File: config.mk
export PLATFORM = sky130hd
export DESIGN_NAME = spec_lut_gain
export DESIGN_NICKNAME = d
export VERILOG_FILES = /design/src/rtl/spec_lut_gain_pkg.sv /design/src/rtl/spec_lut_gain_out_fifo.sv /design/src/rtl/spec_lut_gain.sv
export SDC_FILE = /design/constraint.sdc
export NUM_CORES = 2
export LEC_CHECK = 0
export BUFFER_PORTS_ARGS = -buffer_cell sky130_fd_sc_hd__buf_2
export CAP_MARGIN = 20
export CORE_MARGIN = 4
export CORE_UTILIZATION = 60
export CTS_CLUSTER_SIZE = 24
export DETAILED_ROUTE_END_ITERATION = 12
export PLACE_DENSITY = 0.75
export SETUP_SLACK_MARGIN = 0.15
export SLEW_MARGIN = 20
export SYNTH_ARGS = -nofsm -noshare
export SYNTH_HDL_FRONTEND = slang
export SYNTH_SLANG_ARGS = --single-unit
export TNS_END_PERCENT = 20
File: constraint.sdc
create_clock -name clk -period 7.35 [get_ports clk]
set_clock_uncertainty 0.1 [all_clocks]
set_input_delay 1.1025 -clock clk [delete_from_list [all_inputs] [get_ports clk]]
set_output_delay 1.1025 -clock clk [all_outputs]
set_load 0.02 [all_outputs]
File: src/rtl/spec_lut_gain_pkg.sv
`default_nettype none
// ============================================================================
//  Module   : spec_pkg
//  Brief    : Shared Q1.15 constants and the round/saturate helper for the
//             per-bin spectral gain stage.
//  Revision : 1.0
// ============================================================================
package spec_pkg;

    localparam int Q15_ROUND         = 2**14;
    localparam int Q15_SHIFT         = 15;
    localparam int SAT_MAX           = 32767;
    localparam int SAT_MIN           = -32768;
    localparam int DEFAULT_FRAME_LEN = 1024;

    // Round half up on the Q2.30 product, then clamp to Q1.15; only
    // (-1.0 * -1.0) can exceed the positive limit.
    function automatic logic signed [15:0] sat_round_q15(input logic signed [31:0] p);
        logic signed [32:0] w_sum;
        logic signed [32:0] w_y;
        w_sum = 33'(p) + 33'(Q15_ROUND);
        w_y   = w_sum >>> Q15_SHIFT;
        if (w_y > 33'(SAT_MAX)) begin
            return 16'(SAT_MAX);
        end else if (w_y < 33'(SAT_MIN)) begin
            return 16'(SAT_MIN);
        end else begin
            return w_y[15:0];
        end
    endfunction

endpackage
`default_nettype wire

File: src/rtl/spec_lut_gain_out_fifo.sv
`default_nettype none
// ============================================================================
//  Module   : spec_out_fifo
//  Brief    : Synchronous first-word-fall-through FIFO with occupancy count.
//  Revision : 1.0
// ============================================================================
module spec_out_fifo #(
    parameter int DEPTH = 4,
    parameter int WIDTH = 43
) (
    input  logic                         clk,
    input  logic                         rst,
    input  logic                         i_push,
    input  logic [WIDTH-1:0]             i_din,
    input  logic                         i_pop,
    output logic [WIDTH-1:0]             o_dout,
    output logic [$clog2(DEPTH+1)-1:0]   o_count,
    output logic                         o_empty
);

    localparam int c_ptr_w = (DEPTH > 1) ? $clog2(DEPTH) : 1;
    localparam int c_cnt_w = $clog2(DEPTH + 1);
    localparam logic [c_ptr_w-1:0] c_last_ptr = c_ptr_w'(DEPTH - 1);
    localparam logic [c_cnt_w-1:0] c_full_cnt = c_cnt_w'(DEPTH);

    logic [WIDTH-1:0]   r_mem [DEPTH];
    logic [c_ptr_w-1:0] r_wr_ptr;
    logic [c_ptr_w-1:0] r_rd_ptr;
    logic [c_cnt_w-1:0] r_count;
    logic               w_full;
    logic               w_push;
    logic               w_pop;

    assign o_empty = (r_count == '0);
    assign w_full  = (r_count == c_full_cnt);
    assign w_pop   = i_pop & ~o_empty;
    assign w_push  = i_push & (~w_full | w_pop);
    assign o_dout  = r_mem[r_rd_ptr];
    assign o_count = r_count;

    always_ff @(posedge clk) begin
        if (w_push) begin
            r_mem[r_wr_ptr] <= i_din;
        end
    end

    // Pointers wrap explicitly so non-power-of-two depths work.
    always_ff @(posedge clk or posedge rst) begin
        if (rst) begin
            r_wr_ptr <= '0;
            r_rd_ptr <= '0;
            r_count  <= '0;
        end else begin
            if (w_push) begin
                r_wr_ptr <= (r_wr_ptr == c_last_ptr) ? '0 : r_wr_ptr + 1'b1;
            end
            if (w_pop) begin
                r_rd_ptr <= (r_rd_ptr == c_last_ptr) ? '0 : r_rd_ptr + 1'b1;
            end
            if (w_push && !w_pop) begin
                r_count <= r_count + 1'b1;
            end else if (w_pop && !w_push) begin
                r_count <= r_count - 1'b1;
            end
        end
    end

endmodule
`default_nettype wire

File: src/rtl/spec_lut_gain.sv
`default_nettype none
// ============================================================================
//  Module   : spec_lut_gain
//  Brief    : Per-bin complex gain from an external Q1.15 gain RAM, with a
//             credit-controlled two-stage pipeline and FWFT output FIFO.
//  Revision : 1.0
// ============================================================================
module spec_lut_gain
    import spec_pkg::*;
#(
    parameter int ADDR_WIDTH = 10,
    parameter int DATA_WIDTH = 16,
    parameter int FRAME_LEN  = DEFAULT_FRAME_LEN,
    parameter int FIFO_DEPTH = 4
) (
    input  logic                  clk,
    input  logic                  rst,
    input  logic                  s_valid,
    output logic                  s_ready,
    input  logic [DATA_WIDTH-1:0] s_re,
    input  logic [DATA_WIDTH-1:0] s_im,
    input  logic                  s_last,
    input  logic                  bypass,
    output logic [ADDR_WIDTH-1:0] lut_addr,
    output logic                  lut_wr_en,
    input  logic [DATA_WIDTH-1:0] lut_rd_data,
    output logic                  m_valid,
    input  logic                  m_ready,
    output logic [DATA_WIDTH-1:0] m_re,
    output logic [DATA_WIDTH-1:0] m_im,
    output logic                  m_last,
    output logic [ADDR_WIDTH-1:0] m_bin,
    output logic                  frame_err
);

    localparam int c_entry_w = 1 + ADDR_WIDTH + 2 * DATA_WIDTH;
    localparam int c_cnt_w   = $clog2(FIFO_DEPTH + 1);
    localparam int c_used_w  = c_cnt_w + 2;
    localparam logic [ADDR_WIDTH-1:0] c_last_bin = ADDR_WIDTH'(FRAME_LEN - 1);
    localparam logic [c_used_w-1:0]   c_credits  = c_used_w'(FIFO_DEPTH);

    logic [ADDR_WIDTH-1:0]          r_bin_cnt;
    logic                           r_frame_err;

    logic                           r_p1_v;
    logic                           r_p1_last;
    logic                           r_p1_byp;
    logic signed [DATA_WIDTH-1:0]   r_p1_re;
    logic signed [DATA_WIDTH-1:0]   r_p1_im;
    logic [ADDR_WIDTH-1:0]          r_p1_bin;

    logic                           r_p2_v;
    logic                           r_p2_last;
    logic [DATA_WIDTH-1:0]          r_p2_re;
    logic [DATA_WIDTH-1:0]          r_p2_im;
    logic [ADDR_WIDTH-1:0]          r_p2_bin;

    logic                           w_accept;
    logic                           w_at_end;
    logic signed [DATA_WIDTH-1:0]   w_gain;
    logic signed [2*DATA_WIDTH-1:0] w_prod_re;
    logic signed [2*DATA_WIDTH-1:0] w_prod_im;
    logic [DATA_WIDTH-1:0]          w_y_re;
    logic [DATA_WIDTH-1:0]          w_y_im;
    logic [c_cnt_w-1:0]             w_fifo_count;
    logic                           w_fifo_empty;
    logic [c_entry_w-1:0]           w_fifo_din;
    logic [c_entry_w-1:0]           w_fifo_dout;
    logic [c_used_w-1:0]            w_used;

    // Credits cover every bin already in the pipe, so P1/P2 never need to stall.
    assign w_used   = c_used_w'(w_fifo_count) + c_used_w'(r_p1_v) + c_used_w'(r_p2_v);
    assign s_ready  = ~rst & (w_used < c_credits);
    assign w_accept = s_valid & s_ready;
    assign w_at_end = (r_bin_cnt == c_last_bin);

    assign lut_addr  = r_bin_cnt;
    assign lut_wr_en = 1'b0;
    assign frame_err = r_frame_err;

    always_ff @(posedge clk or posedge rst) begin
        if (rst) begin
            r_bin_cnt   <= '0;
            r_frame_err <= 1'b0;
        end else begin
            r_frame_err <= 1'b0;
            if (w_accept) begin
                r_bin_cnt   <= (s_last | w_at_end) ? '0 : r_bin_cnt + 1'b1;
                r_frame_err <= s_last ^ w_at_end;
            end
        end
    end

    always_ff @(posedge clk or posedge rst) begin
        if (rst) begin
            r_p1_v    <= 1'b0;
            r_p1_last <= 1'b0;
            r_p1_byp  <= 1'b0;
            r_p1_re   <= '0;
            r_p1_im   <= '0;
            r_p1_bin  <= '0;
        end else begin
            r_p1_v <= w_accept;
            if (w_accept) begin
                r_p1_last <= s_last;
                r_p1_byp  <= bypass;
                r_p1_re   <= s_re;
                r_p1_im   <= s_im;
                r_p1_bin  <= r_bin_cnt;
            end
        end
    end

    assign w_gain    = lut_rd_data;
    assign w_prod_re = (2*DATA_WIDTH)'(r_p1_re) * (2*DATA_WIDTH)'(w_gain);
    assign w_prod_im = (2*DATA_WIDTH)'(r_p1_im) * (2*DATA_WIDTH)'(w_gain);
    assign w_y_re    = r_p1_byp ? r_p1_re : sat_round_q15(w_prod_re);
    assign w_y_im    = r_p1_byp ? r_p1_im : sat_round_q15(w_prod_im);

    // P2 only loads behind a valid P1, so idle-cycle RAM data never reaches the FIFO.
    always_ff @(posedge clk or posedge rst) begin
        if (rst) begin
            r_p2_v    <= 1'b0;
            r_p2_last <= 1'b0;
            r_p2_re   <= '0;
            r_p2_im   <= '0;
            r_p2_bin  <= '0;
        end else begin
            r_p2_v <= r_p1_v;
            if (r_p1_v) begin
                r_p2_last <= r_p1_last;
                r_p2_re   <= w_y_re;
                r_p2_im   <= w_y_im;
                r_p2_bin  <= r_p1_bin;
            end
        end
    end

    assign w_fifo_din = {r_p2_last, r_p2_bin, r_p2_im, r_p2_re};

    spec_out_fifo #(
        .DEPTH (FIFO_DEPTH),
        .WIDTH (c_entry_w)
    ) u_out_fifo (
        .clk     (clk),
        .rst     (rst),
        .i_push  (r_p2_v),
        .i_din   (w_fifo_din),
        .i_pop   (m_valid & m_ready),
        .o_dout  (w_fifo_dout),
        .o_count (w_fifo_count),
        .o_empty (w_fifo_empty)
    );

    assign m_valid = ~w_fifo_empty;
    assign {m_last, m_bin, m_im, m_re} = m_valid ? w_fifo_dout : '0;

endmodule
`default_nettype wire
# After elaboration in Yosys (flattened, before gate mapping)

Memory sizes are Yosys's and may differ from the RTL's.
Index checks and enable logic that the tools add are counted.

Add/subtract/negate cells: 9
Multiply operators: 2
Order comparisons: 5
Equality and inequality tests: 4
Multiplexer cells: 15
Bitwise logic cells: 11
Reduce and logical (&&, ||, !) cells: 6

Operator list:

| kind                                                                    | number |
|---|---|
| 16-bit two-way mux                                                      | 6 |
| 32-bit by 16-bit adder with 33-bit output (second input constant)       | 2 |
| 16-bit by 16-bit multiplier with 32-bit output                          | 2 |
| 43-bit two-way mux                                                      | 1 |
| 18-bit by 16-bit > comparator with 1-bit output (second input constant) | 2 |
| 18-bit by 16-bit < comparator with 1-bit output (second input constant) | 2 |
| 10-bit by 1-bit adder with 10-bit output (second input constant)        | 1 |
| 10-bit equality test (second input constant)                            | 1 |
| 10-bit two-way mux                                                      | 1 |
| 3-bit two-way mux                                                       | 2 |
| 4-bit by 1-bit adder with 5-bit output                                  | 1 |
| 1-bit AND                                                               | 5 |
| 5-bit by 3-bit < comparator with 1-bit output (second input constant)   | 1 |
| 2-bit by 1-bit adder with 2-bit output (second input constant)          | 2 |
| 3-bit by 1-bit adder with 4-bit output                                  | 1 |
| 2-bit equality test (second input constant)                             | 2 |
| 2-bit two-way mux                                                       | 2 |
| 3-bit by 1-bit adder with 3-bit output (second input constant)          | 1 |
| 3-bit equality test (second input constant)                             | 1 |
| 3-bit logical NOT                                                       | 1 |
| 1-bit two-way mux                                                       | 3 |
| 1-bit inverter                                                          | 3 |
| 3-bit by 1-bit subtractor with 3-bit output (second input constant)     | 1 |
| 1-bit logical AND                                                       | 2 |
| other kinds (4)                                                         | 6 |

Bits in registers: 107
Memory bits (writable): 172
Input port bits: 54
Output and inout bits: 57
Memories: 1

Memories:

| name             | depth | bits a word | rd ports | clocked after memory_dff | wr ports | RTL line                     | RTL |
|---|---|---|---|---|---|---|---|
| u_out_fifo.r_mem | 4     | 43          | 1        | 0                        | 1        | spec_lut_gain_out_fifo.sv:26 | `logic [WIDTH-1:0] r_mem [DEPTH];` |

# Logic depth before layout (Yosys ltp)

Depth in word-level cells: 10
Mapped depth: 27
Depth with buffers taken out: 24

# Hierarchy

A second synthesis with hierarchy kept.

Cell total of the unflattened synthesis: 2923
Area total of the unflattened synthesis: 30795.8 sq um

By module, submodules not included:

| module        | times used | cells each | area an instance (sq um) |
|---|---|---|---|
| spec_lut_gain | 1          | 2661       | 24153.2 |
| spec_out_fifo | 1          | 262        | 6642.6 |

# Worst setup path after synthesis

Ideal clock, no wire load.

Kind: input to register
Start: input lut_rd_data[1]
End: register r_p2_re[10]
Library setup time: 153 ps
Arrival time: 6882 ps
Required time: 7097 ps
Slack: 215 ps
Stages: 24
Path buffers: 2
Path through: clkbuf_1 -> nand2_1 -> inv_1 -> fa_1 -> inv_1 -> fa_1 -> inv_1 -> fa_1 -> fa_1 -> fa_1 -> inv_1 -> fa_1 -> inv_1 -> ha_1 -> a21oi_1 -> o21ai_0 -> a211oi_1 -> nor2_1 -> o21a_1 -> nor3_4 -> mux2i_1 -> buf_6 -> o31ai_1 -> a21oi_1

Word-level cells in the longest chain between the ends: 6
Elaborated cells on any way between the ends: 7
Classes of those cells: 1 x add/sub; 1 x mul; 2 x order compare; 3 x mux

Ends and longest elaborated chain:

| what                                             | RTL line                | RTL |
|---|---|---|
| from (decl)                                      | spec_lut_gain.sv:26     | `input logic [DATA_WIDTH-1:0] lut_rd_data,` |
| 16-bit by 16-bit multiplier with 32-bit output * | spec_lut_gain.sv:115    | `assign w_prod_re = (2*DATA_WIDTH)'(r_p1_re) * (2*DATA_WIDTH)'(w_gain);` |
| 32-bit by 16-bit adder with 33-bit output *      | spec_lut_gain_pkg.sv:21 | `w_sum = 33'(p) + 33'(Q15_ROUND);` |
| 18-bit by 16-bit < comparator with 1-bit output  | spec_lut_gain_pkg.sv:25 | `end else if (w_y < 33'(SAT_MIN)) begin` |
| 16-bit two-way mux                               | spec_lut_gain_pkg.sv:25 |  |
| 16-bit two-way mux *                             | spec_lut_gain_pkg.sv:23 | `if (w_y > 33'(SAT_MAX)) begin` |
| 16-bit two-way mux *                             | spec_lut_gain.sv:117    | `assign w_y_re = r_p1_byp ? r_p1_re : sat_round_q15(w_prod_re);` |
| to (signal assigned)                             | spec_lut_gain.sv:132    | `r_p2_re <= w_y_re;` |
| to (decl)                                        | spec_lut_gain.sv:54     | `logic [DATA_WIDTH-1:0] r_p2_re;` |

Mark *: on every way between the ends. The rest lies on a longest branch, timed or not.
A chain may end at the register's enable or synchronous reset.

# Final worst setup path

Start: register r_p1_re[5]
End: register r_p2_re[2]

Word-level cells in the longest chain between the ends: 6
Elaborated cells on any way between the ends: 7
Classes of those cells: 1 x add/sub; 1 x mul; 2 x order compare; 3 x mux

Ends and longest elaborated chain:

| what                                             | RTL line                | RTL |
|---|---|---|
| from (decl)                                      | spec_lut_gain.sv:48     | `logic signed [DATA_WIDTH-1:0] r_p1_re;` |
| from (signal assigned)                           | spec_lut_gain.sv:107    | `r_p1_re <= s_re;` |
| 16-bit by 16-bit multiplier with 32-bit output * | spec_lut_gain.sv:115    |  |
| 32-bit by 16-bit adder with 33-bit output *      | spec_lut_gain_pkg.sv:21 |  |
| 18-bit by 16-bit < comparator with 1-bit output  | spec_lut_gain_pkg.sv:25 |  |
| 16-bit two-way mux                               | spec_lut_gain_pkg.sv:25 |  |
| 16-bit two-way mux *                             | spec_lut_gain_pkg.sv:23 |  |
| 16-bit two-way mux *                             | spec_lut_gain.sv:117    |  |

Marked as above.

==> results.md <==
* Outcome: complete, no violations
* Async SR Flop Fraction at 38.4%
* Clk_lat worst skew at 0.57 ns
* Register area share after synthesis at 25.5%
* Die X at 235 um
* CP Class: flop to flop
* Fin. max-slew vios at 0
* Wire length per cell at 19.8 um
* Cells after synthesis at 2,930
* Final Setup Violations at 0
* HPWL after detailed placement at 57.3 mm
* Worst-path clk slew at 0.06 ns
* Top-area cell type share of the netlist area at 34.8%
* Vias per inst at 5.66
* GP Congestion at 0.921
* Largest cells by area after synthesis: fa_1 (35%), edfxtp_1 (17%), dfrtp_1 (8.7%)
* CTS Buf Count at 28
* CP Data Required Time at 7.68 ns
* Minimum clock period at 6.90 ns
* CTS root buffer: clkbuf_16
* Multi-input gate area at 20,200 um2
* Vias in the first global route at 23,300
* Fin. Hold Viols at 0
* Crit path DAT at 7.23 ns
* Critical path's most frequent cell: fa_1
* Max-Cap Viols at 0
* Worst path slowest cell: dfrtp_1
* Yosys reg bits at 279
* First-pass GRT wire length at 122 mm
* Worst hold path startpoint: r_p1_bin[6]
* Die area at 55,000 um2
* GRT Overall Usage at 28.2%
* RSZ-0062 raised after global routing: no
* Share of cells above drive strength 1 at 11.7%
* Top Family by Delay on Critical Path: adder cells
* Most common cell after layout, fill and taps aside: inv_1
* M1 WL at 29.9 mm
* Synth area leader: fa_1
* Count of cell types in the netlist at 66
* Metal2 WL at 35.4 mm
* Tcrit/Tclk final at 93.8%
* Max Used Layer: met5
* Clock tree sinks at 279
* Worst-Margin Slew at 0.983 ns
* CTS H-tree lvls at 1
* Largest net degree at the start of global routing at 81
* Synth Flop Type: edfxtp_1
* Antenna violations before repair at 5
* Number of synthesized flops with an enable pin at 172
* Clock buffer depth at 3
* Port bufs at 109
* PnR worst setup slack at 0.453 ns
* Crit end category: flop
* Crit path cell chain: nand2_1 > fa_1 > inv_1 > fa_1 > inv_1 > fa_1 > inv_1 > fa_1 > fa_1 > inv_1 > fa_1 > inv_1 > ha_1 > nand4_1 > nor2_1 > a31oi_1 > a21oi_2 > o2111a_1 > buf_4 > a211oi_1 > a31o_2 > nor3_2 > o31ai_1
* FF/Latch Area at 7850 um2
* FMAX at 0.145 GHz
* Critical Path Max Stage Delay at 0.74 ns
* Routed WL at 74.3 mm
* Worst-path fanout max at 11
* Final nets at 3,807
* Ports at 111
* Syn Area/Cell at 10.5 um2
* Layout area overhead at 9.36%
* Row cnt at 82
* Most frequent cells in the layout: inv_1 (600), fa_1 (535), nand2_1 (413), and2_1 (279), edfxtp_1 (172)
* Setup crit start: r_p1_re[5]
* CP Launch Type: flop
* Syn Nets at 3,684
* Post-cts hold buffer count at 0
* Worst Path Buf+Inv at 6
* Yosys Warn Count at 0
* Initial DRT Pass Iterations at 8
* GRT overflow at 0
* Fillers at 3,752
* Rel. slew slack at 34.5%
* Initial core utilization at 61.0%
* CTS tree: done
* DRC at 0
* Met3 WL at 6.51 mm
* Chip height at 235 um
* 1st-iter DRT viols at 1,472
* DR vias at 21,200
* Hold Crit Class: flop to flop
* Routed Antenna Nets at 0
* Reg2reg start: r_p1_re[5]
* Core ar. at 50,500 um2
* Mapped cell area at 30,800 um2
* Finished Core Util at 66.7%
* Pre-CTS setup slack at -0.292 ns
-- per-stage QoR --
step / instances / TNS [ns] / instance area, um2 / hold slack [ns]
final: 3748 / 0 / 33700 / 0.381
after global routing: 3748 / 0 / 33700 / 0.392
after CTS: 3742 / 0 / 33600 / 0.377
after detailed placement: 3690 / -3.01 / 32500 / 0.361
after global placement: 3690 / -0.722 / 32500 / 0.357
after floorplan: 2930 / 0 / 30800 / 0.252
-- registers in the layout (all words and copies together), names as in the netlist, 3 cells and up --
signal,count
r_p2_im,16
lut_addr,10
u_out_fifo.o_count,3
r_p2_bin,10
r_p2_re,16
r_p1_re,16
r_p1_bin,10
u_out_fifo.r_mem,172
r_p1_im,16
-- cells in the mapped netlist (2+ instances only) --
library cell,count
inv_1,603
fa_1,535
nand2_1,414
and2_1,283
edfxtp_1,172
ha_1,165
clkbuf_1,115
dfrtp_1,107
nor2_1,67
a21oi_1,52
o21ai_0,51
mux4_2,43
xnor2_1,37
o22ai_1,29
nand2b_1,26
o31ai_1,22
xor2_1,19
nand3_1,18
a21o_1,15
nand3b_1,15
a31oi_1,14
mux2_2,13
nand4_1,13
a211oi_1,9
nor3_1,8
o21bai_1,8
nor2b_1,7
o21a_1,7
buf_1,6
and3_1,5
o211ai_1,5
a21oi_2,3
buf_2,3
buf_4,3
a211o_1,2
a31o_2,2
a41oi_1,2
mux2i_1,2
nor4_1,2
or3_1,2
-- logic make-up (layout without fill, tap and decap cells) --
| family | Yosys count | count (layout) | synth area share [%] |
|---|---|---|---|
| multiplexers | 58 | 58 | 3.69 |
| flip-flops | 279 | 279 | 25.5 |
| adder cells (fa/ha/maj) | 700 | 700 | 41.5 |
| buffers and inverters | 733 | 878 | 9.01 |
| AND/OR/NAND/NOR | 865 | 865 | 13.7 |
| AO/OA/AOI/OAI | 237 | 237 | 4.95 |
| XOR/XNOR | 57 | 57 | 1.65 |
| other | 1 | 2 | 0.0122 |
-- worst register-to-register path, cell delays in order (launching register included) --
cell and delay (ns):
dfrtp_1 0.74, nand2_1 0.24, fa_1 0.55, inv_1 0.05, fa_1 0.49, inv_1 0.05, fa_1 0.53, inv_1 0.05
fa_1 0.46, fa_1 0.49, inv_1 0.05, fa_1 0.47, inv_1 0.04, ha_1 0.33, nand4_1 0.16, nor2_1 0.10
a31oi_1 0.25, a21oi_2 0.11, o2111a_1 0.29, buf_4 0.15, a211oi_1 0.25, a31o_2 0.36, nor3_2 0.11, o31ai_1 0.33
-- metal layers --
layer | up-vias | global-route usage (%)
li1 | 9282 | -
met1 | 10800 | 39.0
met2 | 935 | 46.2
met3 | 190 | 4.50
met4 | 6 | 9.62
met5 | - | 0
-- what timing repair did --
action | CTS | global route
buffers inserted | 0 | 5
setup endpoints to repair | 0 | 30
gates resized for setup | 0 | 12
-- cell type report --
class / instances / area share (%)
diodes: 1 / 0.00743
inverters: 605 / 6.76
clock buffers: 35 / 2.35
flip-flops and latches: 279 / 23.3
clock inverters: 17 / 0.784
multi-input cells: 1918 / 60.0
well taps: 672 / 2.50
repair buffers: 221 / 4.25
-- worst paths after layout --
| kind | end | cells after the start | slack, ns |
|---|---|---|---|
| setup reg to reg | r_p2_re[2] | 23 | 0.45 |
| hold / removal | r_p1_bin[6] | 2 | 0.38 |
| setup / recovery | r_p2_re[2] | 23 | 0.45 |
| min in group asynchronous | r_p1_bin[7] | 2 | 0.43 |
| max in group asynchronous | r_p1_re[12] | 3 | 5.52 |
| hold reg to reg | r_p1_bin[6] | 2 | 0.38 |
Power is left out: the tool's default activity adds up to more than one toggle a clock period on the data nets, which glitch-free logic cannot reach.
